## src/rtl/multi_cycle_adder_pkg.sv

```systemverilog
// Shared types and sizing helpers for the multi-cycle arithmetic blocks.
package multi_cycle_adder_pkg;

  // FSM state encodings. Future multi-cycle arithmetic blocks reuse this encoding.
  typedef enum logic [1:0] {
    ST_IDLE = 2'd0,
    ST_RUN  = 2'd1,
    ST_DONE = 2'd2
  } state_e;

  // Number of chunk steps needed to cover a full operand.
  function automatic int unsigned num_chunks(input int unsigned width, input int unsigned chunk);
    return width / chunk;
  endfunction

  // Width of a counter that indexes n chunks. It is never narrower than 1 bit.
  function automatic int unsigned cnt_width(input int unsigned n);
    return (n > 1) ? $clog2(n) : 1;
  endfunction

endpackage

```

## src/rtl/multi_cycle_adder_chunk_adder.sv

```systemverilog
// Combinational CHUNK-bit ripple-carry adder built from full-adder cells.
module chunk_adder #(
  parameter int CHUNK = 4
) (
  input  logic [CHUNK-1:0] x,
  input  logic [CHUNK-1:0] y,
  input  logic             ci,
  output logic [CHUNK-1:0] s,
  output logic             co
);

  logic [CHUNK:0] c;

  assign c[0] = ci;

  // One full-adder cell per bit. Each cell's carry feeds the next bit up.
  for (genvar i = 0; i < CHUNK; i++) begin : g_fa
    logic p;
    assign p      = x[i] ^ y[i];
    assign s[i]   = p ^ c[i];
    assign c[i+1] = (x[i] & y[i]) | (c[i] & p);
  end

  assign co = c[CHUNK];

endmodule

```

## src/rtl/multi_cycle_adder.sv

```systemverilog
// Multi-cycle adder that adds CHUNK bits per clock with a registered carry between chunks.
// It uses a start/busy/done handshake. WIDTH must be a multiple of CHUNK.
module multi_cycle_adder
  import multi_cycle_adder_pkg::*;
#(
  parameter int WIDTH = 16,
  parameter int CHUNK = 4
) (
  input  logic             clk,
  input  logic             rst_n,
  input  logic             start,
  input  logic [WIDTH-1:0] a,
  input  logic [WIDTH-1:0] b,
  input  logic             c_in,
  output logic             busy,
  output logic             done,
  output logic [WIDTH-1:0] sum,
  output logic             c_out,
  output logic             ovf
);

  localparam int N  = num_chunks(WIDTH, CHUNK);
  localparam int CW = cnt_width(N);

  // The operands and the result are held as chunk-indexed arrays.
  // The active slice is then simply [cnt_q].
  logic [N-1:0][CHUNK-1:0] a_q, a_d;
  logic [N-1:0][CHUNK-1:0] b_q, b_d;
  logic [N-1:0][CHUNK-1:0] sum_q, sum_d;

  state_e          state_q, state_d;
  logic [CW-1:0]   cnt_q, cnt_d;
  logic            carry_q, carry_d;
  logic            cout_q, cout_d;
  logic            ovf_q, ovf_d;

  logic [CHUNK-1:0] ch_s;
  logic             ch_co;
  logic             last;

  chunk_adder #(.CHUNK(CHUNK)) u_chunk (
    .x  (a_q[cnt_q]),
    .y  (b_q[cnt_q]),
    .ci (carry_q),
    .s  (ch_s),
    .co (ch_co)
  );

  assign last = (cnt_q == CW'(N - 1));

  // Next-state logic: accept in IDLE/DONE, step one chunk per cycle in RUN.
  always_comb begin
    state_d = state_q;
    a_d     = a_q;
    b_d     = b_q;
    sum_d   = sum_q;
    cnt_d   = cnt_q;
    carry_d = carry_q;
    cout_d  = cout_q;
    ovf_d   = ovf_q;
    unique case (state_q)
      ST_IDLE, ST_DONE: begin
        if (start) begin
          a_d     = a;
          b_d     = b;
          carry_d = c_in;
          cnt_d   = '0;
          state_d = ST_RUN;
        end else if (state_q == ST_DONE) begin
          state_d = ST_IDLE;
        end
      end
      ST_RUN: begin
        sum_d[cnt_q] = ch_s;
        carry_d      = ch_co;
        cnt_d        = last ? '0 : cnt_q + CW'(1);
        if (last) begin
          cout_d  = ch_co;
          // Overflow occurs when the operands share a sign and the result's sign differs from it.
          ovf_d   = (a_q[N-1][CHUNK-1] == b_q[N-1][CHUNK-1]) &&
                    (ch_s[CHUNK-1] != a_q[N-1][CHUNK-1]);
          state_d = ST_DONE;
        end
      end
      default: state_d = ST_IDLE;
    endcase
  end

  // State register. Reset clears everything, which aborts any operation in flight.
  always_ff @(posedge clk or negedge rst_n) begin
    if (!rst_n) begin
      state_q <= ST_IDLE;
      a_q     <= '0;
      b_q     <= '0;
      sum_q   <= '0;
      cnt_q   <= '0;
      carry_q <= 1'b0;
      cout_q  <= 1'b0;
      ovf_q   <= 1'b0;
    end else begin
      state_q <= state_d;
      a_q     <= a_d;
      b_q     <= b_d;
      sum_q   <= sum_d;
      cnt_q   <= cnt_d;
      carry_q <= carry_d;
      cout_q  <= cout_d;
      ovf_q   <= ovf_d;
    end
  end

  assign busy  = (state_q == ST_RUN);
  assign done  = (state_q == ST_DONE);
  assign sum   = sum_q;
  assign c_out = cout_q;
  assign ovf   = ovf_q;

endmodule

```

## config.mk

```make
export PLATFORM = sky130hd
export DESIGN_NAME = multi_cycle_adder
export DESIGN_NICKNAME = d
export VERILOG_FILES = /design/src/rtl/multi_cycle_adder_pkg.sv /design/src/rtl/multi_cycle_adder_chunk_adder.sv /design/src/rtl/multi_cycle_adder.sv
export SDC_FILE = /design/constraint.sdc
export NUM_CORES = 1
export LEC_CHECK = 0
export CAP_MARGIN = 15
export CORE_AREA = 2 2 76 78
export CTS_BUF_LIST = sky130_fd_sc_hd__clkbuf_8
export CTS_CLUSTER_SIZE = 12
export DETAILED_ROUTE_END_ITERATION = 7
export DIE_AREA = 0 0 78 80
export GPL_TIMING_DRIVEN = 0
export PLACE_DENSITY_LB_ADDON = 0.05
export SLEW_MARGIN = 20
export SYNTH_ARGS = -nofsm -noshare
export SYNTH_HDL_FRONTEND = slang
export SYNTH_SLANG_ARGS = --single-unit
```

## constraint.sdc

```tcl
create_clock -name clk -period 3.4 [get_ports clk]
set_clock_uncertainty 0.1 [all_clocks]
set_input_delay 0.34 -clock clk [delete_from_list [all_inputs] [get_ports clk]]
set_output_delay 0.34 -clock clk [all_outputs]
set_load 0.01 [all_outputs]
```

Yosys cells after proc, flatten, opt, wreduce, memory -nomap -nowiden
Cells that the tools add are included.

operators by class
  equal/unequal tests = 8
  mux-type cells = 16
  reduce and logical (&&, ||, !) cells = 9
  $add $sub $neg = 1
  order comparisons = 2
  bitwise logic cells = 20

operators by type and width
  kind                                                                count
  binary-select mux 4 bit (select 2 bit)                              2
  bitwise mux 16 bit                                                  1
  2-to-1 mux 4 bit                                                    3
  2-to-1 mux 2 bit                                                    5
  bitwise AND 1 bit                                                   8
  demux 4 bit (select 2 bit)                                          1
  one-hot mux 2 bit (2 select lines)                                  2
  AND reduction 2 bit                                                 4
  bitwise XOR 1 bit                                                   8
  == test 2 bit (second input constant)                               2
  OR 1 bit                                                            4
  < comparator 2 x 3 -> 1 bit (second input constant)                 1
  inequality test 3 bit (second input constant)                       1
  adder 2 x 1 -> 2 bit (second input constant)                        1
  == test 2 x 1 -> 1 bit (second input constant)                      1
  greater-or-equal comparator 2 x 1 -> 1 bit (second input constant)  1
  logical AND 1 bit                                                   2
  zero test 2 bit                                                     1
  inequality test 2 x 1 -> 1 bit (second input constant)              1
  inequality test 2 bit (second input constant)                       1
  one-hot mux 1 bit (2 select lines)                                  1
  nonzero test 2 bit                                                  1
  OR reduction 2 bit                                                  1
  == test 1 bit                                                       1
  2 further kinds                                                     2

word-level totals
  register bits after elaboration = 55
  logic and storage cells = 73
  bits of input ports = 36

Depth between registers and ports, before layout
Gate-level depths: netlist of the first run.

  depth after elaboration = 12
  mapped depth = 11
  gate-level depth less buffers = 10

By module
Synthesis of the first run repeated with hierarchy kept, for this count alone.

second synthesis, totals
  cell total of the unflattened synthesis = 160
  area, all modules = 2645.0 um^2

modules (own cells, without submodules)
  module             seq. area each (um^2)  area each (um^2)  instances  cells an instance
  multi_cycle_adder  1376.3                 2527.4            1          146
  chunk_adder        0.0                    117.6             1          14

Worst setup path before layout of the first run
OpenSTA, ideal clock, no wires.

  path kind = register to register
  start point = register cnt_q[0]
  end point = register ovf_q, in the netlist ovf
  required time = 3.218 ns
  stages on the path, launching flop included = 12
  clock period less this slack = 3.340 ns
  path buffers = 1
  arrival time = 3.158 ns
  path slack = 0.060 ns
  cell sequence = dfrtp_1 -> buf_2 -> mux4_2 -> fa_1 -> inv_1 -> fa_1 -> inv_1 -> fa_1 -> inv_1 -> fa_1 -> or3_1 -> a31oi_1

between the ends
  longest elaborated chain between the ends = 12
  elaborated cells on any way between the ends = 22
  classes of those cells = 2 x eq/ne; 4 x mux; 14 x bitwise; 2 x reduce/logical

ends and longest elaborated chain
  item                                                              line                                              RTL
  start: declaration                                                multi_cycle_adder.sv:32                           logic [CW-1:0] cnt_q, cnt_d;
  start signal: assignment                                          multi_cycle_adder.sv:105                          cnt_q <= cnt_d;
  binary-select mux 4 bit (select 2 bit), on equally long branches  multi_cycle_adder.sv:42, multi_cycle_adder.sv:43
  2-to-1 mux 4 bit, on equally long branches                        multi_cycle_adder.sv:42, multi_cycle_adder.sv:43
  bitwise XOR 1 bit                                                 multi_cycle_adder_chunk_adder.sv:19               assign p = x[i] ^ y[i];
  bitwise AND 1 bit                                                 multi_cycle_adder_chunk_adder.sv:21               assign c[i+1] = (x[i] & y[i]) | (c[i] & p);
  OR 1 bit                                                          multi_cycle_adder_chunk_adder.sv:21
  bitwise AND 1 bit                                                 multi_cycle_adder_chunk_adder.sv:21
  OR 1 bit                                                          multi_cycle_adder_chunk_adder.sv:21
  bitwise AND 1 bit                                                 multi_cycle_adder_chunk_adder.sv:21
  OR 1 bit                                                          multi_cycle_adder_chunk_adder.sv:21
  bitwise XOR 1 bit                                                 multi_cycle_adder_chunk_adder.sv:20               assign s[i] = p ^ c[i];
  inequality test 1 bit                                             multi_cycle_adder.sv:81                           (ch_s[CHUNK-1] != a_q[N-1][CHUNK-1]);
  logical AND 1 bit                                                 multi_cycle_adder.sv:80                           ovf_d = (a_q[N-1][CHUNK-1] == b_q[N-1][CHUNK-1]) &&
  end signal: assignment                                            multi_cycle_adder.sv:108                          ovf_q <= ovf_d;
  end: declaration                                                  multi_cycle_adder.sv:35                           logic ovf_q, ovf_d;

Parallel ways exist; a longest one is shown, timed or not. The select of a mux whose other input is x is not followed.
A chain may end at the register's enable or synchronous reset.

Worst setup path after layout of the first run
Ends and elaborated chain as after synthesis.

==> metrics, run 1 <==
status=complete, no violations; # port buffers=55; Final HPWL DP=3.62 mm; worst hold path type=reg2reg; Hold Slack=0.386 ns; grt met3 use=0.0407; first-pass GRT wire length=8.08 mm; FP Rows=27; worst-path cell chain=buf_12 > mux4_2 > fa_1 > inv_1 > fa_1 > inv_1 > fa_1 > inv_1 > fa_2 > or3_1 > a31oi_1; H-Tree Depth=2; f_max=303 MHz; GRT Overall Usage=0.172; IO Pins=56; gpl congestion=0.789; post-place instance area=0.00306 mm2; Synth area leaders=dfrtp_1 57%, mux2_2 19%, mux4_2 7.4%; Avg Inst Size Synth=14.8 um2; clock slew at reported path FFs=0.09 ns; post-layout min period=3.30 ns; cell-internal power=2240 uW; sw frac=0.346; wire per inst=16.0 um; Top delay family on crit path=adder cells; startpoint types=flop; Synth Instances=164; post-synthesis sequential area ratio=0.567; crit-path max cell delay=0.52 ns; Initial Util=0.449; met1 Track Usage GR=0.197; post-DR vias/cell=5.01; Area growth, synth to finish=34.5%; Max clock buf depth=2; Multi-input gate area=960 um2; pwr/cell area=1050 mW/mm2; largest net degree at the start of global routing=56; Synth area leader=dfrtp_1; fraction of layout cells with a size suffix above 1=0.308; core box area=0.00541 mm2; CP required=3.53 ns; Die Area=0.00624 mm2; Synth top area share=0.567; Switch Pwr=1180 uW; Ys Warns=0; clock power share=0.113; Leak=0.00141 uW; Final Instance Area=0.00326 mm2; Worst Setup End Kind=flop; post-route clock period utilization=0.971; CP max FO=9; Die Wd=78 um; worst relative slew slack=0.544; first-pass iteration count of the detailed router=4; WP buf/inv=4; Gate power share=0.539; Seq pwr share=0.348; number of global-route vias before repair=1662; worst-margin pin slew=0.685 ns; Critical Path AT=3.43 ns; met2 GRT Util=0.319; Max Cap Viol=0; GR peak layer=met2; Die H=80 um; Power Total=3420 uW; remaining antenna violation count after routing=0; synthesized flop and latch total=55; Final #Nets=280; CTS tree=built; ANT cells=0; Worst VDD drop=0.000363 V; critical path's slowest cell=mux4_2; initial antenna violation count=0; FF/Latch Area=0.00138 mm2; cts bufs inserted=5; library cells used by synthesis=24; final routed DRC violation total=0; Fin. Hold Viols=0; Final setup viols=0; post-route setup slack=0.0980 ns; global route overflow=0; routed wire length=4.96 mm; Post-Syn Area=0.00243 mm2; Pins Over Slew Limit=0; clk_lat worst skew=0.30 ns; pre-CTS setup slack=-0.285 ns; Fillers=435; Worst Setup Path Type=reg2reg; # clock sinks=55; Finished Core Util=0.604; clock root buffer master=clkbuf_8; initial drt markers=38; total vias in the final route=1547; syn nets=208
==> per-stage QoR <==
stage               TNS, ns  std cells
floorplan                 0        164
global placement     -0.238        291
detailed placement   -0.287        291
CTS                       0        301
global route        -0.0197        309
finish                    0        309
==> cell families (layout without fill, tap and decap cells) <==
| family | count (synthesis) | in the layout | share of synthesized area |
|---|---|---|---|
| AO/OA/AOI/OAI | 15 | 15 | 0.0371 |
| adder cells (fa/ha/maj) | 8 | 8 | 0.0536 |
| buffers and inverters | 17 | 90 | 0.0382 |
| flip-flops | 55 | 55 | 0.567 |
| multiplexers | 48 | 48 | 0.260 |
| AND/OR/NAND/NOR | 21 | 21 | 0.0438 |
==> what timing repair did <==
action | 4_1_cts | 5_1_grt
hold buffers | 1 | 0
gates resized for setup | 6 | 1
pin swaps | 0 | 2
buffers inserted | 1 | 8
endpoints found under the hold margin | 45 | 0
setup endpoints to repair | 3 | 1
==> cells in the mapped netlist <==
cell type  number
a21o_1          1
a21oi_1         1
a221o_1         1
a22o_1          1
a31oi_1         1
buf_2           2
buf_4           1
buf_6           3
dfrtp_1        55
fa_1            4
ha_1            4
inv_1          11
mux2_2         40
mux4_2          8
nand2_1         9
nand2b_1        1
nand3_1         1
nand3b_1        4
nor2_1          2
nor2b_1         2
nor3_1          1
o21ai_0         9
o21bai_1        1
or3_1           1
==> sequential cells by signal (all words and copies together) (netlist names) <==
register  count
carry_q       1
a_q          16
cnt_q         2
ovf           1
c_out         1
b_q          16
state_q       2
sum          16
==> per-layer routing <==
| layer | vias up | wire length, um |
|---|---|---|
| li1 | 715 | - |
| met1 | 792 | 2040 |
| met2 | 35 | 2710 |
| met3 | 5 | 141 |
| met4 | 0 | 67 |
| met5 | - | 0 |
==> area by class of cell <==
type,instances,area share
clock inverters,1,0.00115
well taps,72,0.0276
flip-flops and latches,55,0.422
repair buffers,65,0.192
plain buffers,6,0.0211
multi-input cells,92,0.294
inverters,11,0.0127
clock buffers,7,0.0295
==> placed cells by master (no fill, tap or decap), types with 2 or more instances in the layout <==
cell type        synthesis  routed
inv_1                   11      12
o21ai_0                  9       9
mux4_2                   8       8
fa_1                     4       3
nor2b_1                  2       2
buf_4                    1      11
dfrtp_1                 55      54
nand3b_1                 4       4
nor2_1                   2       2
buf_6                    3       3
clkdlybuf4s50_1          0      54
clkbuf_8                 0       7
ha_1                     4       4
mux2_2                  40      40
nand2_1                  9       9
==> power groups by stage <==
stage / registers (uW) / logic (uW) / clock network (uW)
6_report: 1190 / 1840 / 385
5_1_grt: 1230 / 2040 / 422
4_1_cts: 1190 / 1770 / 400
3_5_place_dp: 1210 / 1710 / 0
3_3_place_gp: 1180 / 1640 / 0
2_1_floorplan: 1200 / 1090 / 0
==> worst register-to-register path, stage by stage (launching register included) <==
cell and delay, ns:
dfrtp_2 0.40, buf_12 0.13, mux4_2 0.52, fa_1 0.39
inv_1 0.07, fa_1 0.16, inv_1 0.05, fa_1 0.36
inv_1 0.09, fa_2 0.45, or3_1 0.32, a31oi_1 0.17
==> path summary, 6_finish.rpt <==
path	to	from	cells past startpoint	slack (ns)
worst max register to register	ovf$_DFFE_PN0P_	cnt_q[0]$_DFFE_PN0P_	11	0.1
worst min register to register	sum[9]$_DFFE_PN0P_	sum[9]$_DFFE_PN0P_	2	0.39
min in group asynchronous	a_q[15]$_DFFE_PN0P_	rst_n	2	0.52
worst max-delay path	ovf$_DFFE_PN0P_	cnt_q[0]$_DFFE_PN0P_	11	0.1
max in group asynchronous	cnt_q[0]$_DFFE_PN0P_	rst_n	2	2.17
worst min-delay path	sum[9]$_DFFE_PN0P_	sum[9]$_DFFE_PN0P_	2	0.39
Note: power is estimated with default switching activity, not from simulation.
==> run 2, diff against run 1 <==
--- a/config.mk
+++ b/config.mk
@@ -8,6 +8,7 @@
 export CAP_MARGIN = 15
 export CORE_AREA = 2 2 76 78
 export CTS_BUF_LIST = sky130_fd_sc_hd__clkbuf_8
+export CTS_CLUSTER_DIAMETER = 150
 export CTS_CLUSTER_SIZE = 12
 export DETAILED_ROUTE_END_ITERATION = 7
 export DIE_AREA = 0 0 78 80
==> results of run 2 <==
No change in the layout: final DEF, timing and power equal those of run 1.
==> run 3, diff against run 2 <==
--- a/config.mk
+++ b/config.mk
@@ -6,12 +6,12 @@
 export NUM_CORES = 1
 export LEC_CHECK = 0
 export CAP_MARGIN = 15
-export CORE_AREA = 2 2 76 78
+export CORE_AREA = 2 2 102 104
 export CTS_BUF_LIST = sky130_fd_sc_hd__clkbuf_8
 export CTS_CLUSTER_DIAMETER = 150
 export CTS_CLUSTER_SIZE = 12
 export DETAILED_ROUTE_END_ITERATION = 7
-export DIE_AREA = 0 0 78 80
+export DIE_AREA = 0 0 104 106
 export GPL_TIMING_DRIVEN = 0
 export PLACE_DENSITY_LB_ADDON = 0.05
 export SLEW_MARGIN = 20
==> constraint.sdc (replaced) <==
create_clock -name clk -period 4 [get_ports clk]
set_clock_uncertainty 0.1 [all_clocks]
set_input_delay 0.4 -clock clk [delete_from_list [all_inputs] [get_ports clk]]
set_output_delay 0.4 -clock clk [all_outputs]
set_load 0.01 [all_outputs]
==> metrics, run 3 (synthesis gave the netlist of run 1 again) <==
final routed DRC violation total=0; placed cells=356; number of global-route vias before repair=1592; most frequent cells in the layout=55 x dfrtp_1, 54 x clkdlybuf4s50_1, 40 x mux2_2; Worst VDD drop=0.000272 V; Area growth, synth to finish=34.2%; RSZ-0062 raised after global routing=no; cell-internal power=1760 uW; f_max=272 MHz; # port buffers=55; total vias in the final route=1488; global route overflow=0; first-pass GRT wire length=8.89 mm; wire per inst=14.9 um; Worst Setup End Kind=flop; Worst Setup Path Type=reg2reg; commonest non-fill, non-tap cell in the layout=dfrtp_1; Seq pwr share=0.362; Die H=106 um; clk_lat worst skew=0.31 ns; worst hold path type=reg2reg; Final HPWL DP=4.02 mm; routed wire length=5.45 mm; CTS tree=built; worst-margin pin slew=0.374 ns; largest net degree at the start of global routing=38; Final #Nets=272; R2R Path End=ovf$_DFFE_PN0P_; R2R Path Start=cnt_q[0]$_DFFE_PN0P_; CP required=4.14 ns; setup total negative slack=0 ns; post-DR vias/cell=4.08; Die Wd=104 um; Critical Path AT=3.81 ns; Final setup viols=0; first-pass iteration count of the detailed router=3; Die Area=0.0110 mm2; Max Cap Viol=0; clock slew at reported path FFs=0.10 ns; sw frac=0.366; gpl congestion=0.631; Leak=0.00136 uW; IO Pins=56; Final Non-Filler Cells=365; Fin. Hold Viols=0; pwr/cell area=853 mW/mm2; Max clock buf depth=2; cts bufs inserted=5; worst relative slew slack=0.750; R2R setup slack=0.33 ns; post-layout min period=3.67 ns; # clock sinks=55; Pins Over Slew Limit=0; FP Rows=37; initial drt markers=20; Switch Pwr=1020 uW; Gate power share=0.529; CP max FO=10; Initial Util=0.243; status=complete, no violations; ANT cells=0; post-route clock period utilization=0.918; Min-Delay Path Depth=2; hold_sp=sum[7]$_DFFE_PN0P_; H-Tree Depth=2; post_cts resized=0; fraction of layout cells with a size suffix above 1=0.271; clock root buffer master=clkbuf_8; GRT Overall Usage=0.106; startpoint types=flop; hold buffer count at CTS=1; Hold Path Sink=sum[7]$_DFFE_PN0P_; initial antenna violation count=0; clock power share=0.110; remaining antenna violation count after routing=0; core box area=0.0100 mm2; R2R cell count=11; setup bufs post-CTS=0
==> run 3: worst max path at each step <==
stage | startpoint | slack (ns) | cells after the start | end
2_1_floorplan | cnt_q[0]$_DFFE_PN0P_ | 0.66 | 11 | ovf$_DFFE_PN0P_
3_3_place_gp | cnt_q[0]$_DFFE_PN0P_ | 0.28 | 11 | ovf$_DFFE_PN0P_
3_5_place_dp | cnt_q[0]$_DFFE_PN0P_ | 0.27 | 11 | ovf$_DFFE_PN0P_
4_1_cts | cnt_q[0]$_DFFE_PN0P_ | 0.24 | 11 | ovf$_DFFE_PN0P_
5_1_grt | cnt_q[0]$_DFFE_PN0P_ | 0.05 | 11 | ovf$_DFFE_PN0P_
6_report | cnt_q[0]$_DFFE_PN0P_ | 0.33 | 11 | ovf$_DFFE_PN0P_
==> run 3: final cells by class <==
class / count / area [um2]
flip-flops and latches: 55 / 1380
plain buffers: 6 / 51.3
clock inverters: 3 / 12.5
well taps: 136 / 170
multi-input cells: 92 / 957
inverters: 11 / 41.3
clock buffers: 5 / 68.8
fillers: 1044 / 6740
repair buffers: 57 / 578
==> run 3: stage by stage <==
| step | utilization | hold slack (ns) | cell area, um2 | worst slack (ns) | total power [uW] |
|---|---|---|---|---|---|
| after global routing | 0.326 | 0.428 | 3260 | 0.0521 | 3040 |
| after detailed placement | 0.316 | 0.198 | 3160 | 0.266 | 2550 |
| after global placement | 0.315 | 0.360 | 3150 | 0.281 | 2520 |
| after CTS | 0.326 | 0.394 | 3260 | 0.243 | 2860 |
| after floorplan | - | 0.00441 | 2430 | 0.660 | 1940 |
| final | 0.326 | 0.386 | 3260 | 0.329 | 2780 |
==> run 3: worst max-delay path, stage by stage (launching register included) <==
cell and delay [ns]:
dfrtp_1 0.45, buf_2 0.35, mux4_2 0.59, fa_1 0.40
inv_1 0.07, fa_1 0.15, inv_1 0.05, fa_1 0.35
inv_1 0.10, fa_1 0.49, or3_1 0.34, a31oi_1 0.16
==> run 3: layer usage <==
layer	global-route usage	vias up	wire (um)
met2	0.164	39	2470
li1	-	700	-
met1	0.143	742	2660
met3	0.0264	7	243
met5	0	-	0
met4	0.0376	0	82
==> run 3: power by group through the flow <==
stage / Clock (uW) / Sequential [uW] / Combinational (uW)
4_1_cts: 324 / 1010 / 1520
3_5_place_dp: 0 / 1020 / 1520
3_3_place_gp: 0 / 1030 / 1490
2_1_floorplan: 0 / 1020 / 923
6_report: 304 / 1000 / 1470
5_1_grt: 343 / 1050 / 1650
